<file path="src/rtl/fence_flush_pkg.sv">
// fence_flush_pkg: shared FSM state encoding and perf counter width for the fence/flush controller
package fence_flush_pkg;
  typedef enum logic [2:0] {
    IDLE,
    DRAIN,
    DC_FLUSH,
    IC_FLUSH,
    DONE
  } fence_flush_state_e;
  localparam int PerfW = 32;
endpackage

</file>
<file path="src/rtl/fence_flush_ctrl.sv">
// fence_flush_ctrl: sequences fence / fence.i through store drain, dcache flush and icache flush; FENCE_FLUSH_PERF_EN adds perf counters
module fence_flush_ctrl
  import fence_flush_pkg::*;
#(
  parameter logic FlushOnFence      = 1'b1,
  parameter logic InvalidateOnFlush = 1'b0
) (
  input  logic             clk_i,
  input  logic             rst_i,
  input  logic             fence_valid_i,
  input  logic             fence_i_i,
  output logic             fence_ready_o,
  input  logic             stores_empty_i,
  output logic             dcache_flush_o,
  output logic             dcache_invalidate_o,
  input  logic             dcache_flush_ack_i,
  output logic             icache_flush_o,
  output logic             done_o,
  output logic             busy_o,
  output logic [PerfW-1:0] perf_cycles_o,
  output logic [PerfW-1:0] perf_fences_o
);
  fence_flush_state_e state_q, state_d;
  logic fence_i_q;
  // state register and the fence.i flag captured at accept
  always_ff @(posedge clk_i or posedge rst_i) begin
    if (rst_i) begin
      state_q   <= IDLE;
      fence_i_q <= 1'b0;
    end else begin
      state_q <= state_d;
      if (fence_valid_i && state_q == IDLE) fence_i_q <= fence_i_i;
    end
  end
  // next state; outputs decode state only so no input reaches an output combinationally
  always_comb begin
    state_d             = state_q;
    fence_ready_o       = state_q == IDLE;
    dcache_flush_o      = state_q == DC_FLUSH;
    dcache_invalidate_o = state_q == DC_FLUSH && InvalidateOnFlush;
    icache_flush_o      = state_q == IC_FLUSH;
    done_o              = state_q == DONE;
    busy_o              = state_q != IDLE;
    case (state_q)
      IDLE:     state_d = fence_valid_i ? DRAIN : IDLE;
      DRAIN:    state_d = !stores_empty_i ? DRAIN : FlushOnFence ? DC_FLUSH : fence_i_q ? IC_FLUSH : DONE;
      DC_FLUSH: state_d = !dcache_flush_ack_i ? DC_FLUSH : fence_i_q ? IC_FLUSH : DONE;
      IC_FLUSH: state_d = DONE;
      DONE:     state_d = IDLE;
      default:  state_d = IDLE;
    endcase
  end
`ifdef FENCE_FLUSH_PERF_EN
  // busy cycles saturate; completed fences wrap
  always_ff @(posedge clk_i or posedge rst_i) begin
    if (rst_i) begin
      perf_cycles_o <= '0;
      perf_fences_o <= '0;
    end else begin
      if (busy_o && perf_cycles_o != '1) perf_cycles_o <= perf_cycles_o + 1'b1;
      if (done_o) perf_fences_o <= perf_fences_o + 1'b1;
    end
  end
`else
  assign perf_cycles_o = '0;
  assign perf_fences_o = '0;
`endif
endmodule

</file>
<file path="config.mk">
export PLATFORM = sky130hd
export DESIGN_NAME = fence_flush_ctrl
export DESIGN_NICKNAME = d
export VERILOG_FILES = /design/src/rtl/fence_flush_pkg.sv /design/src/rtl/fence_flush_ctrl.sv
export SDC_FILE = /design/constraint.sdc
export NUM_CORES = 1
export LEC_CHECK = 0
export CORE_AREA = 2 2 46 65
export CTS_BUF_LIST = sky130_fd_sc_hd__clkbuf_4
export DETAILED_ROUTE_END_ITERATION = 10
export DIE_AREA = 0 0 48 67
export HOLD_SLACK_MARGIN = 0.06
export PLACE_DENSITY = 0.78
export SYNTH_ARGS = -nofsm -noshare
export SYNTH_HDL_FRONTEND = slang
export SYNTH_SLANG_ARGS = --single-unit
</file>
<file path="constraint.sdc">
create_clock -name clk_i -period 1.79 [get_ports clk_i]
set_clock_uncertainty 0.15 [all_clocks]
set_input_delay 0.358 -clock clk_i [delete_from_list [all_inputs] [get_ports clk_i]]
set_output_delay 0.358 -clock clk_i [all_outputs]
set_load 0.01 [all_outputs]
</file>
; Word level (Yosys, flattened, before mapping)
; Cells that the tools add are included.
; W data, S select, Z words.
[totals]
ramBits = 0
elab_cells = 14
romBits = 0
n_memories = 0
regBits = 4
output_inout_bits = 70
latch_bits = 0
[op_classes]
n_addsub = 0
n_shift = 0
n_bitwise = 0
n_div = 0
n_lt_le_gt_ge = 0
mul = 0
mux = 5
eq_ne = 4
n_reduce_logical = 3
[op_table]
columns = op, count
row1 = $pmux W3 S4, 1
row2 = $eq A3 B2 Y1 const B, 2
row3 = $mux W3, 2
row4 = $eq A3 B1 Y1 const B, 1
row5 = $eq A3 B3 Y1 const B, 1
row6 = $logic_not A3 Y1, 1
row7 = $reduce_bool A3 Y1, 1
row8 = $mux W2, 1
row9 = $logic_and A1 B1 Y1, 1
row10 = $mux W1, 1

; Depth between registers and ports, before layout
; Gate-level depths: netlist of the first run.
[logic_depth]
word_depth = 3
mapped_depth = 3
mapped_depth_nobuf = 2

; Worst setup path before layout of the first run
; OpenSTA, ideal clock, no wires.
[synth_timing]
kind = register to output
start = register state_q[0]
end = output busy_o
path_stages_with_launch = 4
arrival_time_ns = 0.985
path_slack_ns = 0.297
cell_sequence = dfrtp_1 -> buf_6 -> nor3_1 -> inv_1
[synth_between]
elab_chain_cells = 1
[synth_rtl]
columns = item, line
row1 = start: declaration, fence_flush_ctrl.sv:23  ; fence_flush_state_e state_q, state_d;
row2 = start signal: assignment, fence_flush_ctrl.sv:31  ; state_q <= state_d;
row3 = $reduce_bool A3 Y1, fence_flush_ctrl.sv:43  ; busy_o = state_q != IDLE;
row4 = end: declaration, fence_flush_ctrl.sv:19  ; output logic busy_o,
; Every way passes these cells.

; Final worst setup path of the first run
[layout_timing]
start = register state_q[2]
end = output icache_flush_o
[layout_between]
elab_chain_cells = 1
[layout_rtl]
columns = item, line
row1 = $eq A3 B2 Y1, fence_flush_ctrl.sv:41  ; icache_flush_o = state_q == IC_FLUSH;
row2 = end: declaration, fence_flush_ctrl.sv:17  ; output logic icache_flush_o,
; Every way passes these cells.

==> flow_metrics.env, run 1 <==
export IMPL_status="finished clean"
export IMPL_grtUsageTotal_pct=4.77
export IMPL_reg2reg_depth=3
export IMPL_clk_pin_slew_ns=0.04
export IMPL_grt_pass1_vias=230
export IMPL_end_kind="primary output"
export IMPL_path_max_fanout=5
export IMPL_hold_class="primary input to asynchronous set/reset pin"
export IMPL_setup_worst_path_end="icache_flush_o"
export IMPL_ys_seq_area_share_pct=13.7
export IMPL_synthMuxAreaShare_pct=1.54
export IMPL_fmax_mhz=578
export IMPL_avgSynthCellArea_um2=8.21
export IMPL_hold_ws_ns=0.176
export IMPL_globalRouteOverflowTotal=0
export IMPL_start_util_pct=27.9
export IMPL_ys_ff_latch=4
export IMPL_preCtsSetupSlack_ns=-0.0486
export IMPL_synth_compound_area_share_pct=4.45
export IMPL_drt_wl_total_um=888
export IMPL_die_x_um=48
export IMPL_core_area_mm2=0.00262
export IMPL_finalSetupViolCount=0
export IMPL_p_per_area_mw_per_mm2=967
export IMPL_cts_root_buf="clkbuf_4"
export IMPL_syn_area_um2=731
export IMPL_io_buffers=10
export IMPL_rrSetupSlack_ns=0.27
export IMPL_fin_crit_ns=1.73
export IMPL_final_max_slew_violation_count=0
export IMPL_critPathLaunchType="register"
export IMPL_dpl_hpwl_um=806
export IMPL_synth_top_family_by_area="buffers and inverters"
export IMPL_worst_path_buf_inv=2
export IMPL_fillCellCount=289
export IMPL_vdd_drop_max_v=0.000306
export IMPL_io_pins=76
export IMPL_min_period_over_period_pct=96.7
export IMPL_yosys_area_share_adder_pct=0
export IMPL_cpPeakStageDelay_ns=0.41
export IMPL_cp_arrival_ns=1.22
export IMPL_finalHoldViolCount=0
export IMPL_cp_top_family="flip-flops"
export IMPL_post_drt_wl_per_cell_um=6.43
export IMPL_ys_warn_count=0
export IMPL_critPathSlowestCell="dfrtp_1"
export IMPL_synthXorXnorAreaFrac_pct=0
export IMPL_ys_types=18
export IMPL_syn_inst=89
export IMPL_h_tree_depth=1
export IMPL_firstDrtPassIters=4
export IMPL_gp_congestion=0.600
export IMPL_rows=22
export IMPL_fin_cells=138
export IMPL_diodes=0
export IMPL_cts_buffers=3
export IMPL_r2r_start="state_q[0]"
export IMPL_rsz0062_at_grt="yes"
export IMPL_clk_latency_ns=0.23
export IMPL_vias=406
export IMPL_fin_nets=110
export IMPL_clock_sinks=4
export IMPL_drive_gt1_share_pct=10.8
export IMPL_viasPerCell=2.94
export IMPL_cts_buffer_depth=2
export IMPL_dieHeight_um=67
export IMPL_drtIter0Drc=4
export IMPL_grt_max_degree=8
export IMPL_cap_violations=0
export IMPL_grt_pass1_wl_um=945
export IMPL_crit_chain="inv_1, and3_2, dlygate4sd2_1"
export IMPL_path_class="register to primary output"
export IMPL_crit_path_start="state_q[2]"
export IMPL_dieArea_mm2=0.00322
export IMPL_required_ns=1.28
export IMPL_antenna_found_initial=0
export IMPL_setup_slack_ns=0.0589
export IMPL_r2r_end="fence_i_q"
export IMPL_cts_tree="done"
export IMPL_leakage_nw=0.389
export IMPL_drc=0
export IMPL_place_inst=135
export IMPL_ant_nets=0
export IMPL_synth_simple_gate_area_share_pct=9.93
export IMPL_path_depth=3
export IMPL_area_growth_pct=-11.0
-- power by group --
| part | internal (mW) | switching, mW | leakage, nW |
|---|---|---|---|
| Sequential | 0.132 | 0.0480 | 0.0489 |
| Combinational | 0.153 | 0.185 | 0.327 |
| Clock | 0.0750 | 0.0361 | 0.0138 |
-- layout by cell type, fill, tap and decap left out, types with 2 or more instances in the layout --
cell	netlist	layout
dfrtp_1	4	3
buf_4	65	2
clkbuf_4	0	3
conb_1	1	65
clkdlybuf4s50_1	0	5
dlygate4sd2_1	0	4
nor2b_1	2	2
inv_1	3	3
-- synth_stat cells --
| cell type | n | area (um2) |
|---|---|---|
| buf_4 | 65 | 488 |
| dfrtp_1 | 4 | 100 |
| inv_1 | 3 | 11.3 |
| nor2b_1 | 2 | 12.5 |
| nor3_1 | 2 | 10.0 |
| and3_1 | 1 | 6.26 |
| and3_2 | 1 | 7.51 |
| buf_6 | 1 | 11.3 |
| conb_1 | 1 | 3.75 |
| mux2_1 | 1 | 11.3 |
| nand2b_1 | 1 | 6.26 |
| nand4bb_1 | 1 | 11.3 |
| nor2_1 | 1 | 3.75 |
| nor4b_2 | 1 | 15.0 |
| o21ai_0 | 1 | 5.00 |
| o21ba_2 | 1 | 10.0 |
| o311a_1 | 1 | 10.0 |
| o31ai_1 | 1 | 7.51 |
-- logic make-up (layout without fill, tap and decap cells) --
logic type | count (synthesis) | after routing
muxes | 1 | 1
and+or+nand+nor | 10 | 10
DFF | 4 | 4
other | 1 | 65
AOI/OAI and AO/OA | 4 | 4
buffers and inverters | 69 | 18
-- cell type report --
| class | instances | area, um2 | share of cell area [%] |
|---|---|---|---|
| Tap cell | 36 | 45.0 | 6.92 |
| Multi-Input combinational cell | 80 | 365 | 56.2 |
| Timing Repair Buffer | 12 | 105 | 16.2 |
| Inverter | 3 | 11.3 | 1.73 |
| Sequential cell | 4 | 101 | 15.6 |
| Clock buffer | 3 | 22.5 | 3.46 |
-- state kept, by name, indices dropped and copies added, names as in the netlist --
name       cells
state_q        3
fence_i_q      1
-- layer usage --
| metal | GRT usage (%) | share of wire, % |
|---|---|---|
| met1 | 3.87 | 30 |
| met2 | 7.33 | 48 |
| met4 | 5.07 | 0.90 |
| met3 | 2.44 | 21 |
| met5 | 0 | 0 |
-- stage by stage --
step	utilization [%]	total power [mW]	instance area [um2]	setup TNS (ns)
CTS	25.0	0.641	653	0
global placement	24.2	0.542	632	-0.0867
global route	24.9	0.690	651	-0.00348
finish	24.9	0.629	651	0
floorplan	-	0.512	971	0
detailed placement	24.2	0.550	632	-0.0541
-- repair_timing --
action                                  4_1_cts  5_1_grt
hold buffers                                  0        0
gates cloned                                  0        0
resized for setup                             6        3
endpoints found under the setup margin        5        2
setup buffers                                 0        0
pin swaps                                     1        1
-- how the worst min path moves through the flow --
stage,startpoint,end,slack (ns),cells past startpoint
after floorplan,rst_i,fence_i_q,-0.03,1
after global placement,fence_i_q,fence_i_q,0.34,1
after detailed placement,fence_i_q,fence_i_q,0.35,1
after CTS,rst_i,fence_i_q,0.18,2
after global routing,rst_i,state_q[0],0.19,2
final,rst_i,state_q[2],0.18,2
Power figures use the tool's default switching activity.
==> run 2, diff against run 1 <==
GPL_TIMING_DRIVEN = 0   (was unset)
==> run 2 against run 1 <==
Effect of this change: clock-buffer cell count unchanged; combinational power increased by 43%; global-route usage increased by 2.2 points; flip-flop and latch count unchanged; maximum frequency decreased by 0.94%; core utilization increased by 19 points; critical path type unchanged; design area increased by 77%; clock power decreased by 5%; register-to-register slack improved by 0.15 ns.
==> flow_metrics.env, run 2 (synthesis results as in run 1) <==
export IMPL_status="finished clean"
export IMPL_grt_pass1_vias=391
export IMPL_cp_arrival_ns=1.24
export IMPL_viasPerCell=2.75
export IMPL_reg_top3="state_q: 3 flops, fence_i_q: 1 flops"
export IMPL_switching_power_uw=290
export IMPL_area_growth_pct=57.4
export IMPL_largest_reg_flops=3
export IMPL_antenna_found_initial=0
export IMPL_path_class="register to primary output"
export IMPL_firstDrtPassIters=3
export IMPL_grtUsageTotal_pct=7.01
export IMPL_drt_wl_total_um=1190
export IMPL_leakage_nw=0.746
export IMPL_seqPwrFrac_pct=22.5
export IMPL_dieArea_mm2=0.00322
export IMPL_ant_nets=0
export IMPL_finalHoldViolCount=0
export IMPL_vias=558
export IMPL_core_area_mm2=0.00262
export IMPL_vdd_drop_max_v=0.000429
export IMPL_required_ns=1.28
export IMPL_fin_nets=175
export IMPL_p_int_uw=470
export IMPL_final_cell_mix="66 x buf_4, 65 x conb_1, 5 x clkdlybuf4s50_1"
export IMPL_critPathLaunchType="register"
export IMPL_rrSetupSlack_ns=0.42
export IMPL_die_x_um=48
export IMPL_swShare_pct=38.2
export IMPL_io_buffers=10
export IMPL_p_per_area_mw_per_mm2=661
export IMPL_clk_pin_slew_ns=0.03
export IMPL_grt_pass1_wl_um=1600
export IMPL_path_max_fanout=10
export IMPL_rsz0062_at_grt="yes"
export IMPL_cts_buffers=3
export IMPL_dieHeight_um=67
export IMPL_drtIter0Drc=2
export IMPL_combPwrFrac_pct=63.5
export IMPL_cts_buffer_depth=2
export IMPL_drive_gt1_share_pct=46.1
export IMPL_gp_congestion=0.748
export IMPL_rows=22
export IMPL_grt_max_degree=11
export IMPL_cts_tree="done"
export IMPL_fin_crit_ns=1.75
export IMPL_globalRouteOverflowTotal=0
export IMPL_p_total_uw=760
export IMPL_cap_violations=0
export IMPL_io_pins=76
export IMPL_final_max_slew_violation_count=0
export IMPL_dpl_hpwl_um=1110
export IMPL_finalSetupViolCount=0
export IMPL_post_route_util_pct=44.0
export IMPL_start_util_pct=27.9
export IMPL_hold_class="primary input to asynchronous set/reset pin"
export IMPL_h_tree_depth=1
export IMPL_diodes=0
export IMPL_fmax_mhz=572
export IMPL_top_register="state_q"
export IMPL_clk_latency_ns=0.23
export IMPL_post_drt_wl_per_cell_um=5.87
export IMPL_clock_sinks=4
export IMPL_min_period_over_period_pct=97.6
export IMPL_reg2reg_depth=3
export IMPL_end_kind="primary output"
export IMPL_cts_root_buf="clkbuf_4"
export IMPL_drc=0
export IMPL_power_frac_clock_pct=14.0
export IMPL_final_common_cell="buf_4"
==> run 2: repair_timing <==
item                                    CTS  global route
buffers inserted                          1             0
hold buffers                              0             0
resized for setup                         9             2
endpoints found under the setup margin    5             2
pin swaps                                 0             1
hold endpoints to repair                  0             0
==> run 2: path summary, 6_finish.rpt <==
path	to	start
min in group clk_i	fence_i_q	fence_i_q
min reg2reg	fence_i_q	fence_i_q
min	state_q[2]	rst_i
max reg2reg	fence_i_q	state_q[0]
max in group asynchronous	state_q[1]	rst_i
max	busy_o	state_q[0]
==> run 2: layout make-up <==
| cell class | instances | area, um2 |
|---|---|---|
| Inverter | 3 | 11.3 |
| Sequential cell | 4 | 101 |
| Clock buffer | 3 | 22.5 |
| Tap cell | 36 | 45.0 |
| Buffer | 66 | 499 |
| Multi-Input combinational cell | 80 | 373 |
| Fill cell | 277 | 1470 |
| Timing Repair Buffer | 11 | 97.6 |
==> run 2: per-stage QoR <==
stage | hold slack [ns] | std cells | area (um2) | setup slack (ns) | TNS (ns)
after global routing | 0.158 | 203 | 1150 | -0.00880 | -0.00912
after floorplan | -0.0259 | 153 | 971 | 0.297 | 0
after global placement | 0.340 | 199 | 1120 | -0.0378 | -0.0378
final | 0.159 | 203 | 1150 | 0.0424 | 0
after detailed placement | 0.343 | 199 | 1120 | -0.0495 | -0.0495
after CTS | 0.153 | 203 | 1150 | 0.00879 | 0
==> run 2: power groups by stage <==
stage / combinational (mW) / sequential (mW) / clock [mW]
final: 0.483 / 0.171 / 0.106
after global routing: 0.531 / 0.179 / 0.122
after CTS: 0.476 / 0.167 / 0.115
after detailed placement: 0.483 / 0.170 / 0
after global placement: 0.476 / 0.169 / 0
after floorplan: 0.350 / 0.162 / 0
==> run 2: layer usage <==
layer / vias to the layer above / wire length (um) / global-route usage, %
li1: 304 / - / -
met1: 201 / 377 / 6.33
met2: 53 / 580 / 12.8
met3: 0 / 232 / 2.71
met4: 0 / 0 / 3.04
met5: - / 0 / 0
==> run 2: worst max-delay path, cell delays in order, from the launching register on <==
cell,delay (ns)
dfrtp_1,0.36
buf_6,0.14
nor3_2,0.19
inv_1,0.05
dlygate4sd2_1,0.28
==> run 3, diff against run 2 <==
CORE_AREA = 5 5 49 68   (was 2 2 46 65)
DIE_AREA = 0 0 54 73   (was 0 0 48 67)
==> run 3 against run 2 <==
Effect of this change: hold slack lost 0.0012 ns; wire length grew 16%; maximum frequency grew 3.5%; critical path depth shrank 2; non-clock buffer count is the same; register-to-register slack is essentially flat.
==> flow_metrics.env, run 3 (synthesis results as in run 1) <==
export IMPL_drtIter0Drc=2
export IMPL_end_kind="primary output"
export IMPL_io_pins=76
export IMPL_fmax_mhz=592
export IMPL_finalSetupViolCount=0
export IMPL_hold_buffers=0
export IMPL_cts_root_buf="clkbuf_4"
export IMPL_required_ns=1.28
export IMPL_finalHoldViolCount=0
export IMPL_final_max_slew_violation_count=0
export IMPL_firstDrtPassIters=2
export IMPL_drc=0
export IMPL_diodes=0
export IMPL_start_util_pct=26.7
export IMPL_grt_pass1_wl_um=1980
export IMPL_cap_violations=0
export IMPL_h_tree_depth=1
export IMPL_ant_nets=0
export IMPL_dieHeight_um=73
export IMPL_seqPwrFrac_pct=22.3
export IMPL_io_buffers=10
export IMPL_final_common_cell="buf_4"
export IMPL_die_x_um=54
export IMPL_fin_nets=175
export IMPL_reg_top3="state_q: 3 flops, fence_i_q: 1 flops"
export IMPL_globalRouteOverflowTotal=0
export IMPL_final_cell_area_mm2=0.00114
export IMPL_rows=23
export IMPL_antenna_found_initial=0
export IMPL_switching_power_uw=298
export IMPL_combPwrFrac_pct=63.6
export IMPL_top_register="state_q"
export IMPL_dpl_cell_area_mm2=0.00112
export IMPL_grt_pass1_vias=478
export IMPL_vdd_drop_max_v=0.000313
export IMPL_drt_wl_total_um=1380
export IMPL_fillCellCount=298
export IMPL_multi_input_area_um2=372
export IMPL_critPathLaunchType="register"
export IMPL_cp_arrival_ns=1.18
export IMPL_cts_tree="done"
export IMPL_fin_crit_ns=1.69
export IMPL_leakage_nw=0.741
export IMPL_status="finished clean"
export IMPL_dieArea_mm2=0.00394
export IMPL_post_drt_wl_per_cell_um=6.78
export IMPL_swShare_pct=38.9
export IMPL_setup_tns_final_ns=0
export IMPL_gp_congestion=0.633
export IMPL_hold_ws_ns=0.157
export IMPL_rsz0062_at_grt="no"
export IMPL_drive_gt1_share_pct=46.7
export IMPL_grtUsageTotal_pct=6.85
export IMPL_final_cell_mix="66 x buf_4, 65 x conb_1, 5 x clkdlybuf4s50_1"
export IMPL_clk_pin_slew_ns=0.04
export IMPL_cts_buffer_depth=2
export IMPL_area_growth_pct=56.5
export IMPL_seqCellArea_um2=101
export IMPL_vias=564
export IMPL_p_per_area_mw_per_mm2=669
export IMPL_min_period_over_period_pct=94.3
export IMPL_p_int_uw=467
export IMPL_grt_max_degree=11
export IMPL_largest_reg_flops=3
export IMPL_viasPerCell=2.76
export IMPL_cts_buffers=3
export IMPL_clk_latency_ns=0.23
export IMPL_power_frac_clock_pct=14.0
export IMPL_clock_sinks=4
export IMPL_core_area_mm2=0.00273
export IMPL_hold_class="primary input to asynchronous set/reset pin"
export IMPL_path_max_fanout=9
export IMPL_path_class="register to primary output"
## run 3: cell types whose count changed in the layout (fill, tap and decap cells not counted)
cell | before | now
dlygate4sd2_1 | 4 | 1
nand2b_4 | 1 | 0
clkbuf_2 | 0 | 2
nand2b_1 | 0 | 1
nor3_4 | 0 | 1
nor3_2 | 1 | 0
clkdlybuf4s15_1 | 0 | 1
## run 3: area by class of cell
class | instances | share of cell area, %
plain buffers | 66 | 43.7
clock buffers | 3 | 1.97
inverters | 3 | 0.985
multi-input cells | 80 | 32.5
flip-flops and latches | 4 | 8.86
well taps | 37 | 4.05
repair buffers | 11 | 7.99
## run 3: path summary, 6_finish.rpt
check / start / endpoint / slack, ns / cells past startpoint
max in group asynchronous: rst_i / state_q[1] / 1.18 / 2
min in group clk_i: fence_i_q / fence_i_q / 0.35 / 1
setup / recovery: state_q[1] / icache_flush_o / 0.10 / 2
hold reg to reg: fence_i_q / fence_i_q / 0.35 / 1
setup reg to reg: state_q[0] / fence_i_q / 0.41 / 3
hold / removal: rst_i / state_q[2] / 0.16 / 2
## run 3: stage by stage
| stage | instances | util (%) | setup slack (ns) | power, mW |
|---|---|---|---|---|
| 2_1_floorplan | 153 | - | 0.297 | 0.512 |
| 3_3_place_gp | 200 | 40.9 | -0.0465 | 0.645 |
| 3_5_place_dp | 200 | 40.9 | -0.0856 | 0.653 |
| 4_1_cts | 204 | 42.0 | 0.00442 | 0.755 |
| 5_1_grt | 204 | 41.8 | 0.0111 | 0.848 |
| 6_report | 204 | 41.8 | 0.101 | 0.765 |
## run 3: power groups by stage
| stage | logic [mW] | registers [mW] | clock network, mW |
|---|---|---|---|
| after floorplan | 0.350 | 0.162 | 0 |
| after global placement | 0.477 | 0.169 | 0 |
| after detailed placement | 0.482 | 0.172 | 0 |
| after CTS | 0.474 | 0.167 | 0.114 |
| after global routing | 0.544 | 0.179 | 0.126 |
| final | 0.486 | 0.171 | 0.107 |
## run 3: what timing repair did
item,in CTS,in global routing
buffers inserted,1,0
gates cloned,0,0
setup endpoints to repair,5,4
gates resized for setup,8,8
## run 3: layer usage
metal  vias up  part of all wire (%)  GRT usage [%]
li1        304                     -              -
met1       204                    34           6.80
met2        54                    43           10.5
met3         2                    21           4.29
met4         0                   1.4           4.16
met5         -                     0              0
## run 3: worst max-delay path, cell delays in order (launching register included)
cell,delay [ns]
dfrtp_2,0.46
and3_2,0.21
dlygate4sd2_1,0.28
